### config.mk
export PLATFORM = sky130hd
export DESIGN_NAME = io_responder
export DESIGN_NICKNAME = d
export VERILOG_FILES = /design/src/rtl/io_pkg.sv /design/src/rtl/switch_debounce.sv /design/src/rtl/io_responder.sv
export SDC_FILE = /design/constraint.sdc
export NUM_CORES = 1
export LEC_CHECK = 0
export ABC_CLOCK_PERIOD_IN_PS = 3400
export CAP_MARGIN = 10
export CORE_ASPECT_RATIO = 2
export CORE_MARGIN = 3
export CORE_UTILIZATION = 45
export DETAILED_ROUTE_END_ITERATION = 7
export GPL_TIMING_DRIVEN = 0
export PLACE_DENSITY = 0.77
export SYNTH_ARGS = -nofsm -noshare
export SYNTH_HDL_FRONTEND = slang
export SYNTH_SLANG_ARGS = --single-unit
### constraint.sdc
create_clock -name clk -period 3.4 [get_ports clk]
set_input_delay 0.34 -clock clk [delete_from_list [all_inputs] [get_ports clk]]
set_output_delay 0.34 -clock clk [all_outputs]
set_load 0.005 [all_outputs]
### src/rtl/io_pkg.sv
// Shared constants for the memory-mapped I/O responder and the CPU-side decoder.
// Build option: IO_DEBOUNCE_EN selects the debounced switch path in switch_debounce.
package io_pkg;

    localparam logic [3:0] LED_NIBBLE    = 4'h6;
    localparam logic [3:0] SWITCH_NIBBLE = 4'h7;

    localparam logic [1:0] HALF_LO = 2'd0;
    localparam logic [1:0] HALF_HI = 2'd2;

    localparam int IO_W      = 24;
    localparam int IO_DATA_W = 16;

    // Upper half is zero-extended; odd offsets read as zero.
    function automatic logic [IO_DATA_W-1:0] select_half(input logic [IO_W-1:0] v,
                                                         input logic [1:0]      off);
        logic [IO_DATA_W-1:0] r;
        r = '0;
        case (off)
            HALF_LO: r = v[IO_DATA_W-1:0];
            HALF_HI: r = {{(2*IO_DATA_W-IO_W){1'b0}}, v[IO_W-1:IO_DATA_W]};
            default: r = '0;
        endcase
        return r;
    endfunction

endpackage

### src/rtl/switch_debounce.sv
// Two-flop synchronizer plus shared-counter debouncer for the board switches.
// IO_DEBOUNCE_EN defined: full debounce; undefined: synchronized value passes straight through.
module switch_debounce #(
    parameter int          W               = 24,
    parameter int unsigned DEBOUNCE_CYCLES = 20'd1_000_000,
    parameter int          CNT_W           = 20
) (
    input  logic         clk,
    input  logic         rst,
    input  logic [W-1:0] sw_in,
    output logic [W-1:0] sw_stable
);

    logic [W-1:0] sw_meta;
    logic [W-1:0] sw_sync;

    always_ff @(posedge clk or posedge rst) begin
        if (rst) begin
            sw_meta <= '0;
            sw_sync <= '0;
        end else begin
            sw_meta <= sw_in;
            sw_sync <= sw_meta;
        end
    end

`ifdef IO_DEBOUNCE_EN
    localparam logic [CNT_W-1:0] CNT_MAX = CNT_W'(DEBOUNCE_CYCLES - 1);

    logic [W-1:0]     sw_prev;
    logic [CNT_W-1:0] cnt;

    // Any bit change restarts the single shared counter; it saturates at CNT_MAX.
    always_ff @(posedge clk or posedge rst) begin
        if (rst) begin
            sw_prev   <= '0;
            cnt       <= '0;
            sw_stable <= '0;
        end else if (sw_sync != sw_prev) begin
            sw_prev <= sw_sync;
            cnt     <= '0;
        end else if (cnt == CNT_MAX) begin
            sw_stable <= sw_prev;
        end else begin
            cnt <= cnt + 1'b1;
        end
    end
`else
    always_ff @(posedge clk or posedge rst) begin
        if (rst) begin
            sw_stable <= '0;
        end else begin
            sw_stable <= sw_sync;
        end
    end
`endif

endmodule

### src/rtl/io_responder.sv
// LED output register and switch read-back for the CPU memory-mapped I/O port.
// Switch debouncing depends on IO_DEBOUNCE_EN (see switch_debounce).
module io_responder
    import io_pkg::*;
#(
    parameter int unsigned DEBOUNCE_CYCLES = 20'd1_000_000,
    parameter int          CNT_W           = 20
) (
    input  logic                 clk,
    input  logic                 rst,
    input  logic                 led_ctrl,
    input  logic                 switch_ctrl,
    input  logic [1:0]           addr_low,
    input  logic [IO_DATA_W-1:0] wdata,
    output logic [IO_DATA_W-1:0] io_rdata,
    input  logic [IO_W-1:0]      switch_in,
    output logic [IO_W-1:0]      led
);

    logic [IO_W-1:0] sw_stable;

    switch_debounce #(
        .W               (IO_W),
        .DEBOUNCE_CYCLES (DEBOUNCE_CYCLES),
        .CNT_W           (CNT_W)
    ) u_switch_debounce (
        .clk       (clk),
        .rst       (rst),
        .sw_in     (switch_in),
        .sw_stable (sw_stable)
    );

    // Upper LED byte takes wdata[7:0]; wdata[15:8] is dropped on that half.
    always_ff @(posedge clk or posedge rst) begin
        if (rst) begin
            led <= '0;
        end else if (led_ctrl) begin
            case (addr_low)
                HALF_LO: led[IO_DATA_W-1:0]    <= wdata;
                HALF_HI: led[IO_W-1:IO_DATA_W] <= wdata[IO_W-IO_DATA_W-1:0];
                default: ;
            endcase
        end
    end

    always_comb begin
        io_rdata = '0;
        if (switch_ctrl) begin
            io_rdata = select_half(sw_stable, addr_low);
        end
    end

endmodule
==> out/qor.tcl <==
set qor(outcome) {completed}
set qor(finalWorstSetupSlack_ns) 0.961
set qor(leakagePower_nw) 1.83
set qor(drt_first_iter_violations) 36
set qor(mappedNetlistArea_um2) 2910
set qor(area_growth_pct) 44.7
set qor(finalCritPeriodShare_pct) 71.7
set qor(cts_root_buf) {sky130_fd_sc_hd__clkbuf_16}
set qor(floorplan.initialDensity_pct) 47.3
set qor(endpoint_of_the_lowest_slack_register_to_register_path) {led[17]$_DFFE_PP0P_}
set qor(path_cells) {clkdlybuf4s50_1, buf_6, nor3b_2, and2_1, clkdlybuf4s50_1}
set qor(cts.htree.levels) 3
set qor(syn_inst) 152
set qor(std_cell_rows) 40
set qor(clk_pin_slew_ns) 0.06
set qor(synth-seq-cells) 96
set qor(worstMarginPinSlew_ns) 0.404
set qor(netlist-cell-type-count) 12
set qor(fin_hold_ws_ns) 0.308
set qor(most-common-layout-cells) {sky130_fd_sc_hd__dfrtp_1 (96), sky130_fd_sc_hd__clkdlybuf4s50_1 (85), sky130_fd_sc_hd__mux2_2 (24)}
set qor(dpl.hpwl_um) 3400
set qor(max_clock_freq_mhz) 410
set qor(dpl-instance-area_um2) 3900
set qor(synth_top_cell_by_area) {sky130_fd_sc_hd__dfrtp_1}
set qor(tritoncts_clock_tree) {done}
set qor(cts.path.max_buffers) 2
set qor(route.detailed.drc) 0
set qor(grt_setup_unrepaired) {no}
set qor(synth.yosys.seq_area_share_pct) 82.5
set qor(drt_first_pass_iters) 3
set qor(hold_violations) 0
set qor(layout.cell_area.non_filler_um2) 4210
set qor(finish.cell_count_without_fillers) 338
set qor(chip_height_um) 120
set qor(worstSkewPairLatency_ns) 0.33
set qor(crit-reg2reg-launch) {led[17]$_DFFE_PP0P_}
set qor(fp.dieArea_um2) 7530
set qor(drv_cap) 0
set qor(placed_cells) 322
set qor(gp_congestion) 0.683
set qor(number_of_global_route_vias_before_repair) 1635
set qor(postSynthNetCount) 198
set qor(most_common_library_cell_in_the_layout_ignoring_fill_and_taps) {sky130_fd_sc_hd__dfrtp_1}
set qor(max_slew_margin_pct) 73.1
set qor(setup.worst_path.class) {primary input to output port}
set qor(route.detailed.vias_per_inst) 4.43
set qor(diodes) 0
set qor(core_um2) 6160
set qor(holdBufCountCts) 0
set qor(post_route_cells_drive_above_1_share_pct) 18.1
set qor(place_ws_ns) 0.967
set qor(syn_avg_cell_area_um2) 19.2
set qor(crit_fanout) 10
set qor(cp.buffers_inverters) 3
set qor(synth.area.top_cells) {sky130_fd_sc_hd__dfrtp_1 (83%), sky130_fd_sc_hd__mux2_2 (9.3%), sky130_fd_sc_hd__mux2i_1 (2.8%), sky130_fd_sc_hd__and2_1 (1.7%), sky130_fd_sc_hd__nor2_1 (1.0%)}
set qor(fillerInstances) 435
set qor(ant_nets) 0
set qor(critPathMaxStageDelay_ns) 0.54
set qor(first_pass_grt_wire_length_um) 8300
set qor(die_w_um) 62.9
set qor(final-seq-area_um2) 2400
set qor(synth.yosys.warnings) 0
set qor(vias) 1498
set qor(number_of_i_o_pins) 86
set qor(critPathMostFrequentCell) {sky130_fd_sc_hd__clkdlybuf4s50_1}
set qor(grt_overflow) 0
set qor(grt_antenna_before_repair) 0
set qor(power_density_nw_per_um2) 615
set qor(synth.top_cell.area_share_pct) 82.5
set qor(r2r.worst_path.cells) 1
set qor(worstSetupStartpointType) {primary input}
set qor(crit_path_top_delay_cell) {sky130_fd_sc_hd__clkdlybuf4s50_1}
set qor(fin_util_pct) 68.4
set qor(cts_num_sinks) 96
set qor(cts_made_buffers) 9
set qor(ir_worst_vdd_mv) 0.539
set qor(report.final.setup_viol) 0
set qor(track_usage_pct) 15.1
set qor(slew_viol_final) 0
set qor(holdCritPathClass) {primary input to async pin}
set qor(finClkSkew_ns) 0.00382
set qor(grt_max_degree) 77
set qor(port_buffers) 85
set qor(final_net_count) 295
set qor(critical-path-top-delay-family) {buffers and inverters}
set qor(cts-resized-gates) 0
set qor(multi_input_area_um2) 479
set qor(worst_ep_arrival_time_ns) 2.10
set qor(post_cts_setup_buffers) 0
set qor(required_ns) 3.06
set qor(setup.reg_to_reg.worst_slack_ns) 2.64
set qor(finalSetupTns_ns) 0
set qor(routedWlPerCell_um) 14.4
set qor(timing.critical_path.to_type) {output port}
set qor(finalWorstPathRequiredPeriod_ns) 2.44
set qor(total_power_mw) 2.59
set qor(finalWirelength_um) 4880
[cell families after synthesis]
logic type / Yosys count / share of synthesized area, %
mux: 32 / 12.0
buf+inv: 4 / 1.03
flops: 96 / 82.5
simple gates: 20 / 4.43
[how the worst max path moves through the flow]
| stage | to | start | slack, ns | cells after the start |
|---|---|---|---|---|
| global placement | led[2]$_DFFE_PP0P_ | rst | -0.52 | 2 |
| finish | io_rdata[8] | addr_low[1] | 0.96 | 5 |
| detailed placement | io_rdata[8] | addr_low[1] | 0.97 | 5 |
| floorplan | led[0]$_DFFE_PP0P_ | rst | 0.55 | 1 |
| global route | io_rdata[8] | addr_low[1] | 0.84 | 5 |
| CTS | io_rdata[8] | addr_low[1] | 0.92 | 5 |
[synth_stat cells, drive strengths merged]
cell type / instances
nor3b: 2
inv: 1
nand2b: 1
clkbuf: 1
dfrtp: 96
nor2: 8
nand3b: 1
buf: 2
mux2i: 8
and2: 8
mux2: 24
[where the power goes]
part	switching (mW)	internal, mW	leakage [nW]
Sequential	0.0364	1.24	1.12
Clock	0.401	0.620	0.156
Combinational	0.0911	0.201	0.552
[sequential cells by signal, summed over array words and instances, names as in the netlist]
name / cells
u_switch_debounce.sw_meta: 24
u_switch_debounce.sw_stable: 24
u_switch_debounce.sw_sync: 24
led: 24
[layout make-up]
type	instances	share of cell area, %
clock buffer	12	6.09
buffer	3	0.624
clock inverter	4	1.40
sequential	96	57.0
inverter	1	0.149
tap	84	2.49
timing repair buffer	86	20.8
multi-input combinational	52	11.4
[routing by layer]
metal / GRT usage [%] / wire length (um) / vias up
li1: - / - / 695
met4: 8.02 / 144 / 0
met3: 5.34 / 291 / 13
met2: 25.8 / 2760 / 61
met1: 16.1 / 1680 / 729
met5: 0 / 0 / -
(Power assumes the default switching activity.)
==> patch, RTL diff (same flow settings) <==
Build with the macro `IO_DEBOUNCE_EN` defined.
--- a/src/rtl/switch_debounce.sv
+++ b/src/rtl/switch_debounce.sv
@@ -1,5 +1,7 @@
 // Two-flop synchronizer plus shared-counter debouncer for the board switches.
 // IO_DEBOUNCE_EN defined: full debounce; undefined: synchronized value passes straight through.
+`define IO_DEBOUNCE_EN
+
 module switch_debounce #(
     parameter int          W               = 24,
     parameter int unsigned DEBOUNCE_CYCLES = 20'd1_000_000,
Check against the original RTL: not equivalent (Yosys sat finds a counterexample within 4 cycles, from zero or initial values and one cycle with rst high).
==> patch against the unedited design <==
  * Clock skew grew 0.0044 ns
  * Worst hold slack improved by 0.030 ns
  * Sequential cell count rose by 44
  * Critical path depth grew 1
  * Combinational power increased by 12%
  * Design area is 65% higher
  * Power grew 53%
  * Global-route usage rose by 1.9 points
  * Area after synthesis up 80%
  * Wire length rose by 100%
  * Worst setup slack worse by 0.23 ns
  * Via count increased by 100%
==> patch: results <==
metrics = {
    "status": {
        "status": "complete, no violations",
    },
    "logic_synthesis": {
        "synth_nets": 410,
        "seq_area_frac_synth_pct": 66.95,
        "synth-main-ff-cell": "dfrtp_1",
        "synthTopCellsByCount": "dfrtp_1 (140), nor2_1 (31), xnor2_1 (29), clkbuf_1 (28), mux2_2 (28)",
        "yosysWarnings": 0,
        "synthCells": 363,
        "ys_types": 36,
        "async_flop_share_pct": 100.0,
        "synth_area_leaders": "dfrtp_1 (67%), mux2_2 (6.0%), mux2_4 (5.7%)",
    },
    "placed_design": {
        "placed_cells": 593,
        "dp_slack_ns": 0.6361,
        "gp_congestion": 0.7501,
        "dpl_cell_area_sq_um": 6325,
        "io_buffers": 85,
        "hpwl_mm": 7.322,
    },
    "global_routing": {
        "grt_antenna_before_repair": 0,
        "grt_pass1_wl_mm": 16.42,
        "grt_use_total_pct": 17.04,
        "grt_max_degree": 39,
        "grt_pass1_vias": 3338,
    },
    "cells_and_area": {
        "drive_above_1_share_pct": 19.05,
        "nFillCells": 857,
        "fin_cells": 625,
        "nets": 517,
        "num_antenna_cells": 0,
    },
    "clock_tree": {
        "cts_buffers": 17,
        "path_clk_slew_ns": 0.06,
        "cts_max_level": 4,
        "clk_path_buf_depth": 2,
        "root_buffer": "clkbuf_16",
        "post_cts_resized": 0,
        "cts_setup_buffers": 0,
        "clk_latency_ns": 0.40,
    },
    "worst_setup_path": {
        "crit_start": "addr_low[0]",
        "cp_slowest_cell": "clkdlybuf4s50_1",
        "endpoint": "io_rdata[13]",
        "cpLargestDelayFamily": "buffers and inverters",
        "cp.arrival_ns": 2.33,
        "crit_fanout": 9,
        "r2r_end": "u_switch_debounce.sw_stable[16]$_DFFE_PP0P_",
        "reg2reg_setup_slack_ns": 1.26,
        "worst_path_largest_cell_delay_ns": 0.50,
        "timing.rr.start": "u_switch_debounce.cnt[0]$_DFFE_PP0P_",
        "r2r_cells": 7,
    },
    "routing": {
        "viasPerCell": 4.830,
        "drt-pass1-iter-count": 5,
        "avgRoutedWirePerCell_um": 15.80,
        "first_iter_violations": 102,
    },
    "timing": {
        "skew_ns": 0.008256,
        "worstMarginPinSlew_ns": 0.8191,
        "post-route-worst-setup-slack_ns": 0.7271,
    },
    "power": {
        "peakVddDrop_uv": 447.3,
        "leakage_nw": 3.020,
    },
    "min_path": {
        "min_path_type": "register to register",
    },
}
-- patch: cell count changes after synthesis, moves of 4 or more --
cell,before,now
xor2_1,0,11
xnor2_1,0,29
nand3_1,0,6
dfrtp_1,96,140
nand4_1,0,10
nand2_1,0,11
clkbuf_1,1,28
mux2_4,0,20
mux2_2,24,28
nor2_1,8,31
-- patch: metal layers --
layer | global-route usage (%) | share of wire, % | vias to the layer above
li1 | - | - | 1418
met1 | 17.01 | 34 | 1522
met2 | 31.13 | 59 | 64
met3 | 5.040 | 3.7 | 15
met4 | 8.003 | 2.6 | 0
met5 | 0 | 0 | -
-- patch: how the worst min path moves through the flow --
stage	endpoint	from	slack, ns	cells past startpoint
2_1_floorplan	u_switch_debounce.sw_sync[0]$_DFF_PP0_	u_switch_debounce.sw_meta[0]$_DFF_PP0_	0.33	0
5_1_grt	u_switch_debounce.sw_sync[23]$_DFF_PP0_	u_switch_debounce.sw_meta[23]$_DFF_PP0_	0.35	0
3_3_place_gp	u_switch_debounce.sw_sync[23]$_DFF_PP0_	u_switch_debounce.sw_meta[23]$_DFF_PP0_	0.33	0
6_report	u_switch_debounce.sw_sync[6]$_DFF_PP0_	u_switch_debounce.sw_meta[6]$_DFF_PP0_	0.34	0
4_1_cts	u_switch_debounce.sw_sync[6]$_DFF_PP0_	u_switch_debounce.sw_meta[6]$_DFF_PP0_	0.34	0
3_5_place_dp	u_switch_debounce.sw_sync[6]$_DFF_PP0_	u_switch_debounce.sw_meta[6]$_DFF_PP0_	0.33	0
-- patch: logic make-up after synthesis --
family	synth area share [%]
xor+xnor	6.695
simple gates	9.063
mux	13.30
compound gates	1.004
fa+ha+maj	0.2391
buf+inv	2.750
flops	66.95
-- patch: area by class of cell --
class | instances | area, sq um | share of cell area (%)
inverters | 3 | 15.01 | 0.2166
clock inverters | 9 | 107.6 | 1.553
clock buffers | 23 | 498.0 | 7.185
flip-flops and latches | 140 | 3503 | 50.55
well taps | 142 | 177.7 | 2.564
multi-input cells | 189 | 1585 | 22.87
repair buffers | 88 | 910.9 | 13.14
plain buffers | 31 | 132.6 | 1.914
-- patch: power breakdown --
| group | internal [W] | switching [W] | total [W] |
|---|---|---|---|
| Sequential | 0.00177 | 0.0000528 | 0.00182 |
| Combinational | 0.000212 | 0.000114 | 0.000326 |
| Clock | 0.00118 | 0.000649 | 0.00183 |
-- patch: metrics by stage --
stage	power [W]	hold WS [ns]	utilization (%)
after CTS	0.004021	0.3389	61.04
after global placement	0.002159	0.3313	55.17
after global routing	0.004121	0.3508	61.04
after floorplan	0.001964	0.3312	-
final	0.003970	0.3382	61.04
after detailed placement	0.002182	0.3347	55.70
